$ cat src/rtl/iobus_sseg_ctrl.sv
// iobus_sseg_ctrl: IOBUS-mapped 4-digit multiplexed seven-segment display controller
// DATA/CTRL registers, frame-synchronous shadow copy, registered anode/cathode drive.
module iobus_sseg_ctrl #(
    parameter logic [31:0] BASE_ADDR   = 32'h110C0000,
    parameter int          REFRESH_DIV = 50000
) (
    input  logic        clk,
    input  logic        reset_n,
    input  logic [31:0] iobus_addr,
    input  logic [31:0] iobus_out,
    input  logic        iobus_wr,
    output logic [31:0] iobus_rd,
    output logic [7:0]  segs,
    output logic [3:0]  an
);
    localparam int RW = $clog2(REFRESH_DIV);
    localparam logic [111:0] SEG_LUT = {7'h0E, 7'h06, 7'h21, 7'h46, 7'h03, 7'h08, 7'h10, 7'h00,
                                        7'h78, 7'h02, 7'h12, 7'h19, 7'h30, 7'h24, 7'h79, 7'h40};
    logic [15:0]   r_data, r_shadow;
    logic [7:0]    r_ctrl;
    logic [RW-1:0] r_rcnt;
    logic [1:0]    r_dig;
    logic [3:0]    r_an;
    logic [7:0]    r_segs;
    logic          w_sel_data, w_sel_ctrl, w_tick, w_blank;
    logic [3:0]    w_nib, w_dpm;
    logic [15:0]   w_upper;
    logic [7:0]    w_segs;

    assign w_sel_data = iobus_addr == BASE_ADDR;
    assign w_sel_ctrl = iobus_addr == BASE_ADDR + 32'd4;
    assign iobus_rd   = w_sel_data ? {16'b0, r_data} : w_sel_ctrl ? {24'b0, r_ctrl} : 32'b0;
    assign w_tick     = r_rcnt == RW'(REFRESH_DIV - 1);
    assign w_upper    = r_shadow >> {r_dig, 2'b00};
    assign w_nib      = w_upper[3:0];
    assign w_dpm      = r_ctrl[7:4];
    // Leading-zero blank: this digit and everything to its left is zero.
    assign w_blank    = r_ctrl[1] && r_dig != 2'd0 && w_upper == 16'd0;
    assign w_segs     = w_blank ? 8'hFF : {~w_dpm[r_dig], SEG_LUT[7*w_nib +: 7]};
    assign an         = r_an;
    assign segs       = r_segs;

    always_ff @(posedge clk or negedge reset_n) begin
        if (!reset_n) begin
            r_data   <= '0;
            r_ctrl   <= '0;
            r_shadow <= '0;
            r_rcnt   <= '0;
            r_dig    <= '0;
            r_an     <= 4'hF;
            r_segs   <= 8'hFF;
        end else begin
            if (iobus_wr && w_sel_data) r_data <= iobus_out[15:0];
            if (iobus_wr && w_sel_ctrl) r_ctrl <= iobus_out[7:0];
            if (!r_ctrl[0]) begin
                r_rcnt   <= '0;
                r_dig    <= '0;
                r_shadow <= r_data;
                r_an     <= 4'hF;
                r_segs   <= 8'hFF;
            end else begin
                r_rcnt <= w_tick ? '0 : r_rcnt + 1'b1;
                if (w_tick) r_dig <= r_dig + 2'd1;
                // r_data here is the pre-write value, so a same-cycle write lands next frame.
                if (w_tick && r_dig == 2'd3) r_shadow <= r_data;
                r_an   <= ~(4'b0001 << r_dig);
                r_segs <= w_segs;
            end
        end
    end
endmodule
$ cat config.mk
export PLATFORM = sky130hd
export DESIGN_NAME = iobus_sseg_ctrl
export DESIGN_NICKNAME = d
export VERILOG_FILES = /design/src/rtl/iobus_sseg_ctrl.sv
export SDC_FILE = /design/constraint.sdc
export NUM_CORES = 1
export LEC_CHECK = 0
export ABC_AREA = 1
export CORE_MARGIN = 2
export CORE_UTILIZATION = 44
export DETAILED_ROUTE_END_ITERATION = 10
export GPL_TIMING_DRIVEN = 1
export HOLD_SLACK_MARGIN = 0.06
export PLACE_DENSITY_LB_ADDON = 0.15
export SYNTH_ARGS = -nofsm -noshare
export SYNTH_HDL_FRONTEND = slang
export SYNTH_SLANG_ARGS = --single-unit
export TNS_END_PERCENT = 100
$ cat constraint.sdc
create_clock -name clk -period 1.7 [get_ports clk]
set_clock_uncertainty 0.05 [all_clocks]
set_input_delay 0.425 -clock clk [delete_from_list [all_inputs] [get_ports clk]]
set_output_delay 0.425 -clock clk [all_outputs]
set_load 0.05 [all_outputs]
# [Yosys cells after proc, flatten, opt, wreduce, memory -nomap -nowiden]
# Cells that the tools add are included.
[op_classes] n_eq_ne=6 shifts=3 add_sub_neg=2 bitwise=2 reduce_logical=7 multipliers=1 magnitude_cmp=1 muxes=13
[ops] operator="$shiftx 112x8->7 const A" count=1
[ops] operator="$mux 16" count=5
[ops] operator="$eq 32x29->1 const B" count=2
[ops] operator="$mux 8" count=3
[ops] operator="$add 16x1->16 const B" count=1
[ops] operator="$eq 16x16->1 const B" count=1
[ops] operator="$logic_not 16->1" count=1
[ops] operator="$shr 16x4->16" count=1
[ops] operator="$mul 3x4->7 const A" count=1
[ops] operator="$logic_and 1x1->1" count=5
[ops] operator="$mux 2" count=2
[ops] operator="$mux 4" count=1
[ops] operator="$ne 2x1->1 const B" count=2
[ops] operator="$not 4->4" count=1
[ops] operator="$shl 1x2->4 const A" count=1
[ops] operator="$lt 2x3->1 const B" count=1
[ops] operator="$add 2x1->2 const B" count=1
[ops] operator="$bmux 1 s2" count=1
[ops] operator="$eq 2x2->1 const B" count=1
[ops] operator="$reduce_bool 2->1" count=1
[ops] operator="$mux 1" count=1
[ops] operator="$not 1->1" count=1
[word_totals] input_bits=67 reg_bits=70 elab_cells=42 output_inout_bits=44

# [Longest topological paths before layout]
# Gate-level depths: netlist (run 1).
[depth] ltp_word=5 mapped_depth=12 mapped_depth_nobuf=11

# [Worst setup path before layout (run 1)]
# OpenSTA, ideal clock, no wires.
[synth_path] path_type="input port to output port" from="input port iobus_addr[23]" to="output port iobus_rd[10]" arrival_ns=2.030 n_path_buf=0 slack_ns=-0.805 path_stages=5 required_time_ns=1.225 path_cell_list="nor2_1 nand2_1 nor2_2 nand3_2 nor3_1"
[synth_via] elab_chain_cells=2
[synth_lines] item="from (decl)" line="9" rtl="input logic [31:0] iobus_addr,"
[synth_lines] item="$eq 32x29->1" line="30" rtl="assign w_sel_data = iobus_addr == BASE_ADDR;"
[synth_lines] item="$mux 16" line="32" rtl="assign iobus_rd = w_sel_data ? {16'b0, r_data} : w_sel_ctrl ? {24'b0, r_ctrl} : 32'b0;"
[synth_lines] item="to (decl)" line="12" rtl="output logic [31:0] iobus_rd,"
# No other way between the ends.

# [Worst setup path in the final report (run 1)]
[layout_path] from="input port iobus_addr[22]" to="output port iobus_rd[5]"
[layout_via] elab_chain_cells=3 word_cells_on_any_way=4 classes_between="2 x eq/ne; 2 x mux"
[layout_lines] item="$eq 32x29->1" line="31" rtl="assign w_sel_ctrl = iobus_addr == BASE_ADDR + 32'd4;"
[layout_lines] item="$mux 8" line="32"
[layout_lines] item="$mux 16 *" line="32"
# Mark *: on every way between the ends. The rest lies on a longest branch, timed or not.

==> results.yml, run 1 <==
sta:
  rsz0062_at_grt: "true"
  min_period_ns: 2.17
  setup_violations: 24
  finalCritPeriodShare_pct: 128
  setup_ws_ns: -0.472
  report.final.slew_viol_count: 0
  hold_slack_ns: 0.429
  max_freq_ghz: 0.460
  fin_setup_tns_ns: -7.00
  hold_viol_final: 0
job:
  cap_violations: 0
clock_network:
  clock-root-buffer: "clkbuf_8"
  clock_latency_ns: 0.34
  clkTransAtPathRegs_ns: 0.08
  cts_inserted_buffers: 9
  max-clock-path-buffers: 2
  cts_max_level: 3
  cts_tree: "built"
  clock-sinks: 70
worst_hold_path:
  hp-start: "r_rcnt[0]$_DFF_PN0_"
  hold_end: "r_rcnt[0]$_DFF_PN0_"
  hp-class: "reg -> reg"
  hold_depth: 1
synthesis:
  syn_area_per_cell_sq_um: 7.57
  synth_area_sq_um: 4040
  syn_inst: 534
  yosysTopAreaCell: "dfrtp_1"
  ys_ff_latch: 70
  synth.distinct_cells: 35
  yosysSeqAreaShare_pct: 43.7
  ys_top_cells_by_area: "dfrtp_1, nand2_1, nand3_1, dfstp_2, nor2_1"
  synth.top_cell.area_share_pct: 35.9
  yosys_warnings: 0
worst_setup_path:
  crit_type: "in -> out"
  worst-path-max-fanout: 8
  end_kind: "primary output"
  cp-start-kind: "input port"
  crit_arrival_ns: 1.70
  r2r_cells: 11
  rrSetupSlack_ns: -0.09
  r2r-end: "segs[4]$_DFF_PN1_"
  r2r-start: "r_dig[0]$_DFFE_PN0P_"
  critPathRequiredTime_ns: 1.22
  cp-startpoint: "iobus_addr[22]"
cells_and_area:
  multiInputGateArea_sq_um: 2720
  instances_no_fill: 801
  areaGrowthSynthToFinish_pct: 65.6
  drive_gt1_share_pct: 41.8
  layout.nets: 766
  antenna_cells: 0
  fin_area_sq_um: 6690
  utilization_pct: 76.0
  fill_cells: 592
  seq_area_sq_um: 1770
global_route:
  grtUsageTotal_pct: 25.6
  grt_pass1_vias: 4244
  grt_max_degree: 71
  grt-ovfl-total: 0
  antenna_found_initial: 0
  grt_pass1_wl_microns: 20300
floorplan:
  die_h_microns: 99.8
  core_area_sq_um: 8810
  rows: 34
  die_area_sq_um: 9970
  start_util_pct: 45.9
  die-width_microns: 99.8
  ios: 111
drt:
  drtIter0Drc: 252
  wl_per_cell_microns: 15.8
  routed_wl_microns: 12700
  vias: 4215
  viasPerCell: 5.26
  ant_nets: 0
  drc: 0
  drt-pass1-iter-count: 4
run_status:
  outcome: "finished with violations"
  violations: "negative setup slack"
pwr:
  ir_worst_vdd_mv: 0.316
  power.density_nw_per_um2: 504
  p_leak_nw: 3.48
placed_design:
  dp_cells: 746
  dpl.hpwl_microns: 8010
  routabilityCongestion: 0.882
  io_buffer_count: 78
  dpl_cell_area_sq_um: 5600
==> worst max-delay path, cell delays in order <==
cell     delay [ns]
buf_2          0.10
nor2_1         0.14
nand2_1        0.13
nor2_4         0.19
nand3_2        0.13
nor2_4         0.14
buf_12         0.16
nand2_4        0.06
nand2_4        0.08
buf_12         0.13
==> placed cells by master, fill, tap and decap left out, types with 14 or more instances in the layout <==
cell type	count
inv_2	14
clkdlybuf4s50_1	17
inv_1	25
nand2_4	34
buf_4	56
nor2_1	35
nand2_1	137
conb_1	16
buf_12	37
nand3_2	21
dfrtp_1	56
buf_2	18
nand3_1	53
buf_6	17
==> Yosys cell counts <==
| cell | count |
|---|---|
| or2_0 | 1 |
| nand3b_1 | 2 |
| buf_4 | 17 |
| nand2_1 | 176 |
| a21oi_1 | 5 |
| nand2_4 | 3 |
| o21bai_1 | 1 |
| nor4_1 | 1 |
| nor2_2 | 4 |
| conb_1 | 1 |
| nor3b_1 | 2 |
| o22ai_1 | 1 |
| inv_1 | 36 |
| nor2_1 | 48 |
| dfrtp_1 | 58 |
| o21ai_0 | 6 |
| nand2_2 | 6 |
| nand4_1 | 9 |
| dfstp_2 | 12 |
| buf_8 | 1 |
| nand3_2 | 2 |
| ha_1 | 11 |
| nand3_1 | 78 |
| nor2_8 | 1 |
| inv_2 | 5 |
| and2_0 | 1 |
| o21ai_1 | 9 |
| nor3_2 | 1 |
| buf_2 | 4 |
| clkbuf_1 | 3 |
| nor2_4 | 2 |
| nor3_1 | 16 |
| and3_1 | 1 |
| buf_6 | 5 |
| xor2_1 | 5 |
==> per-stage QoR <==
step	power, W	setup slack, ns
after floorplan	0.00183	-0.299
after CTS	0.00338	-0.377
after global routing	0.00350	-0.541
after global placement	0.00198	-0.728
final	0.00337	-0.472
after detailed placement	0.00199	-0.772
==> sequential cells by signal, indices dropped and copies added, names as in the netlist <==
| signal | cells |
|---|---|
| r_data | 16 |
| r_rcnt | 16 |
| r_shadow | 16 |
| r_ctrl | 8 |
| segs | 8 |
| an | 4 |
| r_dig | 2 |
==> how the worst max path moves through the flow <==
stage	endpoint	slack (ns)
after floorplan	iobus_rd[10]	-0.30
after global placement	iobus_rd[3]	-0.73
after detailed placement	iobus_rd[6]	-0.77
after CTS	iobus_rd[0]	-0.38
after global routing	iobus_rd[4]	-0.54
final	iobus_rd[5]	-0.47
==> layout make-up <==
class	instances	share of cell area, %
clock inverter	6	1.07
multi-input combinational	410	40.6
inverter	41	2.37
sequential	70	26.4
timing repair buffer	156	25.6
clock buffer	10	1.91
tap	108	2.02
==> per-layer routing <==
metal	wire length (microns)	GRT usage (%)	vias up
met2	6470	43.9	179
met5	0	0	-
li1	-	-	1999
met4	329	8.43	0
met1	5070	32.0	2008
met3	803	5.92	29
==> kinds of logic (layout without fill, tap and decap cells) <==
family / after synthesis / count (layout) / synth area share, %
buffers and inverters: 71 / 213 / 9.50
other: 1 / 16 / 0.0928
xor gates and xnor gates: 5 / 5 / 1.08
adders and majority gates: 11 / 11 / 3.41
AOI/OAI and AO/OA: 22 / 22 / 2.82
DFF: 70 / 70 / 43.7
and+or+nand+nor: 354 / 356 / 39.4
==> timing repair <==
action | CTS | global route
hold endpoints to repair | 34 | 0
gates cloned | 0 | 2
pin swaps | 54 | 47
endpoints found under the setup margin | 24 | 71
gates resized for setup | 191 | 58
setup buffers | 41 | 13
hold buffers | 1 | 0
==> report_power, final <==
part           internal (W)  leakage (nW)    switching (W)  total [W]
registers           0.00167         0.934  0.0000000000137    0.00167
logic              0.000153          2.45         0.000202   0.000355
clock network      0.000688        0.0931         0.000662    0.00135
total               0.00251          3.48         0.000864    0.00337
Note: power is estimated with default switching activity, not from simulation.
==> inputs of run 2 (changes only) <==
--- a/config.mk
+++ b/config.mk
@@ -6,7 +6,6 @@
 export NUM_CORES = 1
 export LEC_CHECK = 0
 export ABC_AREA = 1
-export CORE_MARGIN = 2
 export CORE_UTILIZATION = 44
 export DETAILED_ROUTE_END_ITERATION = 10
 export GPL_TIMING_DRIVEN = 1
==> results.yml, run 2 (same netlist as run 1, synthesis figures left out) <==
run_status:
  outcome: "finished with violations"
  violations: "design-rule violations, negative setup slack"
drt:
  routed_wl_microns: 13200
  ant_nets: 0
  drc: 6
  viasPerCell: 5.24
  drt-pass1-iter-count: 8
  wl_per_cell_microns: 16.5
  drtIter0Drc: 246
  vias: 4185
worst_setup_path:
  crit_chain: "buf_4, nor2_4, nand3b_1, nor2_4, buf_6, nand3_4, nor2_4, buf_12, nand2_4, nand2_4, buf_12"
  cpMostUsedCell: "nor2_4"
  crit_slowest_cell: "nor2_4"
  crit_arrival_ns: 1.78
  end_kind: "primary output"
  cp-start-kind: "input port"
  crit_type: "in -> out"
  cpPeakStageDelay_ns: 0.20
  worst-path-max-fanout: 6
  critPathRequiredTime_ns: 1.22
cells_and_area:
  areaGrowthSynthToFinish_pct: 64.1
  fin_area_sq_um: 6630
  layout_commonest_cell: "nand2_1"
  largestRegisters: "r_data x16, r_rcnt x16, r_shadow x16"
  layout_common_cells: "nand2_1, dfrtp_1, buf_4"
  antenna_cells: 0
  layout.nets: 763
  fill_cells: 580
  drive_gt1_share_pct: 41.3
placed_design:
  routabilityCongestion: 0.886
  dpl.hpwl_microns: 7340
  dpl_cell_area_sq_um: 5540
  io_buffer_count: 78
  place_ws_ns: -0.769
clock_network:
  cts_max_level: 3
  cts_tree: "built"
  max-clock-path-buffers: 2
  clock-sinks: 70
  clock-root-buffer: "clkbuf_8"
  clock_latency_ns: 0.35
  cts_inserted_buffers: 9
  clkTransAtPathRegs_ns: 0.07
sta:
  min_period_ns: 2.25
  hold_viol_final: 0
  setup_ws_ns: -0.555
  rsz0062_at_grt: "true"
  report.final.slew_viol_count: 0
  max_freq_ghz: 0.444
  finalCritPeriodShare_pct: 133
  setup_violations: 36
  hold_slack_ns: 0.410
pwr:
  power.density_nw_per_um2: 512
  ir_worst_vdd_mv: 0.342
  total_power_w: 0.00340
  p_leak_nw: 3.31
floorplan:
  die-width_microns: 97.8
  core_area_sq_um: 8810
  die_area_sq_um: 9570
  ios: 111
  die_h_microns: 97.8
  start_util_pct: 45.9
  rows: 34
global_route:
  grt_pass1_wl_microns: 20800
  grt_pass1_vias: 4341
  grt_max_degree: 71
  grtUsageTotal_pct: 27.5
  antenna_found_initial: 0
  grt-ovfl-total: 0
worst_hold_path:
  hp-class: "reg -> reg"
job:
  cap_violations: 0
## run 2: final timing paths
path	from	cells after the start	end	slack [ns]
worst max register to register	r_dig[0]$_DFFE_PN0P_	11	segs[3]$_DFF_PN1_	-0.01
worst min register to register	r_rcnt[0]$_DFF_PN0_	1	r_rcnt[0]$_DFF_PN0_	0.41
worst max-delay path	iobus_addr[31]	11	iobus_rd[7]	-0.55
min in group asynchronous	reset_n	3	r_rcnt[8]$_DFF_PN0_	0.60
worst min-delay path	r_rcnt[0]$_DFF_PN0_	1	r_rcnt[0]$_DFF_PN0_	0.41
max in group asynchronous	reset_n	3	segs[5]$_DFF_PN1_	0.68
## run 2: metrics by stage
step	TNS (ns)	std cells	util, %
after floorplan	-4.74	549	-
after global placement	-20.80	738	62.9
after detailed placement	-21.85	738	62.9
after CTS	-7.42	799	72.8
after global routing	-10.43	798	75.3
final	-8.55	798	75.3
## run 2: power breakdown
part / total, W / internal [W] / switching [W]
sequential: 0.00167 / 0.00167 / 0.0000000000125
clock: 0.00135 / 0.000715 / 0.000633
combinational: 0.000385 / 0.000167 / 0.000219
total: 0.00340 / 0.00255 / 0.000852
## run 2: timing repair
item                                    CTS  global route
hold buffers                              1             0
pin swaps                                51            46
endpoints found under the setup margin   43            67
buffers inserted                         55            14
endpoints found under the hold margin    26             0
resized for setup                       168            76
cloned                                    2             2
## run 2: metal layers
layer	up-vias	track usage, %	wire, microns
li1	1993	-	-
met1	1986	31.2	5000
met2	172	49.0	7010
met3	34	6.01	756
met4	0	13.4	382
met5	-	0	0
## run 2: layout make-up
class                   count  area (sq um)  share of cell area (%)
repair buffers            152          1730                    26.0
clock buffers              12           145                    2.19
inverters                  41           159                    2.40
well taps                 108           135                    2.04
clock inverters             4          47.5                   0.717
flip-flops and latches     70          1770                    26.7
multi-input cells         411          2650                    39.9
## run 2: critical path: cells and delay by family
| family | cells | cell delay [ns] |
|---|---|---|
| and+or+nand+nor | 7 | 0.81 |
| buffers and inverters | 4 | 0.54 |
==> inputs of run 3 (changes only) <==
--- a/config.mk
+++ b/config.mk
@@ -10,7 +10,7 @@
 export DETAILED_ROUTE_END_ITERATION = 10
 export GPL_TIMING_DRIVEN = 1
 export HOLD_SLACK_MARGIN = 0.06
-export PLACE_DENSITY_LB_ADDON = 0.15
+export PLACE_DENSITY = 0.82
 export SYNTH_ARGS = -nofsm -noshare
 export SYNTH_HDL_FRONTEND = slang
 export SYNTH_SLANG_ARGS = --single-unit
==> results.yml, run 3 (same netlist as run 1, synthesis figures left out) <==
drt:
  drt-pass1-iter-count: 8
  drc: 6
  routed_wl_microns: 14200
  drtIter0Drc: 377
  vias: 4443
  ant_nets: 0
  viasPerCell: 5.62
  wl_per_cell_microns: 18.0
floorplan:
  rows: 34
  start_util_pct: 45.9
  ios: 111
  die-width_microns: 97.8
  die_area_sq_um: 9570
  die_h_microns: 97.8
  core_area_sq_um: 8810
sta:
  setup_ws_ns: -0.544
  max_freq_ghz: 0.446
  rsz0062_at_grt: "true"
  finalCritPeriodShare_pct: 132
  report.final.slew_viol_count: 0
  hold_slack_ns: 0.427
  setup_violations: 46
  min_period_ns: 2.24
  hold_viol_final: 0
worst_setup_path:
  crit_chain: "clkbuf_2, nor2_1, nand2_1, nor2_4, nand3_2, nor2_4, buf_12, nand2_8, nand2_4, buf_12"
  crit_type: "in -> out"
  critPathRequiredTime_ns: 1.22
  cpPeakStageDelay_ns: 0.21
  cp_top_family: "simple AND/OR/NAND/NOR gates"
  path_buf_inv: 3
  end_kind: "primary output"
  worst-path-max-fanout: 8
  crit_arrival_ns: 1.77
  cp-start-kind: "input port"
  crit_slowest_cell: "nor2_4"
cells_and_area:
  largestRegisters: "r_data x16, r_rcnt x16, r_shadow x16"
  areaGrowthSynthToFinish_pct: 61.4
  layout_common_cells: "nand2_1, nand3_1, dfrtp_1"
  seq_area_sq_um: 1770
  multiInputGateArea_sq_um: 2640
  drive_gt1_share_pct: 39.6
  fill_cells: 525
  layout_commonest_cell: "nand2_1"
  layout.nets: 754
global_route:
  grt_max_degree: 71
  antenna_found_initial: 1
  grt_pass1_vias: 4302
  grt-ovfl-total: 0
  grt_pass1_wl_microns: 20400
  grtUsageTotal_pct: 27.2
run_status:
  violations: "design-rule violations, negative setup slack"
  outcome: "finished with violations"
pwr:
  ir_worst_vdd_mv: 0.335
  power.density_nw_per_um2: 527
  p_leak_nw: 3.33
clock_network:
  cts_tree: "built"
  clock-root-buffer: "clkbuf_8"
  clock_latency_ns: 0.36
  clkTransAtPathRegs_ns: 0.07
  clock-sinks: 70
  cts_inserted_buffers: 9
  cts_max_level: 3
  max-clock-path-buffers: 2
placed_design:
  routabilityCongestion: 0.900
  io_buffer_count: 78
  dpl.hpwl_microns: 7360
  place_ws_ns: -0.834
worst_hold_path:
  hp-class: "reg -> reg"
job:
  cap_violations: 0
-- run 3: changes by cell type in the layout (fill, tap and decap cells not counted), moves of 3 or more --
cell / change
nand3_1: +10
dlygate4sd2_1: -3
clkbuf_2: +6
nand3_2: -12
nor2_2: -3
nand2_2: -4
buf_6: -3
nand2_4: +5
buf_4: -4
-- run 3: worst paths after layout --
kind,from,to,slack (ns),depth (start not counted)
worst max-delay path,iobus_addr[23],iobus_rd[6],-0.54,10
worst min-delay path,r_rcnt[0]$_DFF_PN0_,r_rcnt[0]$_DFF_PN0_,0.43,1
worst max register to register,r_dig[0]$_DFFE_PN0P_,segs[4]$_DFF_PN1_,-0.04,11
worst min register to register,r_rcnt[0]$_DFF_PN0_,r_rcnt[0]$_DFF_PN0_,0.43,1
max in group asynchronous,reset_n,segs[4]$_DFF_PN1_,0.67,3
min in group asynchronous,reset_n,r_rcnt[10]$_DFF_PN0_,0.56,3
-- run 3: routing by layer --
metal	share of wire [%]	global-route usage (%)	vias up
met5	0	0	-
met4	6.8	13.5	0
met3	7.8	5.94	92
met2	51	50.1	285
met1	35	29.2	2093
li1	-	-	1973
-- run 3: repair_timing --
item	CTS	global route
gates resized for setup	125	109
gates cloned	1	1
hold buffers	1	0
buffers inserted	38	13
setup endpoints to repair	25	67
pin swaps	44	48
hold endpoints to repair	58	0
-- run 3: cell type report --
class | count | area share [%]
antenna | 1 | 0.0384
clock inverter | 7 | 1.23
inverter | 41 | 2.44
tap | 108 | 2.07
sequential | 70 | 27.1
timing repair buffer | 144 | 24.7
multi-input combinational | 410 | 40.5
clock buffer | 9 | 1.90
-- run 3: stage by stage --
step / total power [W] / setup TNS (ns) / util [%] / cells / area, sq um
3_3_place_gp: 0.00198 / -18.90 / 62.9 / 739 / 5540
3_5_place_dp: 0.00198 / -20.76 / 62.9 / 739 / 5540
6_report: 0.00344 / -9.65 / 74.1 / 790 / 6520
4_1_cts: 0.00340 / -11.86 / 70.9 / 795 / 6250
2_1_floorplan: 0.00183 / -4.74 / - / 549 / 4300
5_1_grt: 0.00354 / -11.16 / 74.1 / 790 / 6520
-- run 3: report_power, final --
| part | internal (W) | leakage [nW] | total (W) | switching [W] |
|---|---|---|---|---|
| logic | 0.000158 | 2.30 | 0.000379 | 0.000221 |
| clock network | 0.000692 | 0.0964 | 0.00139 | 0.000700 |
| registers | 0.00167 | 0.934 | 0.00167 | 0.0000000000138 |
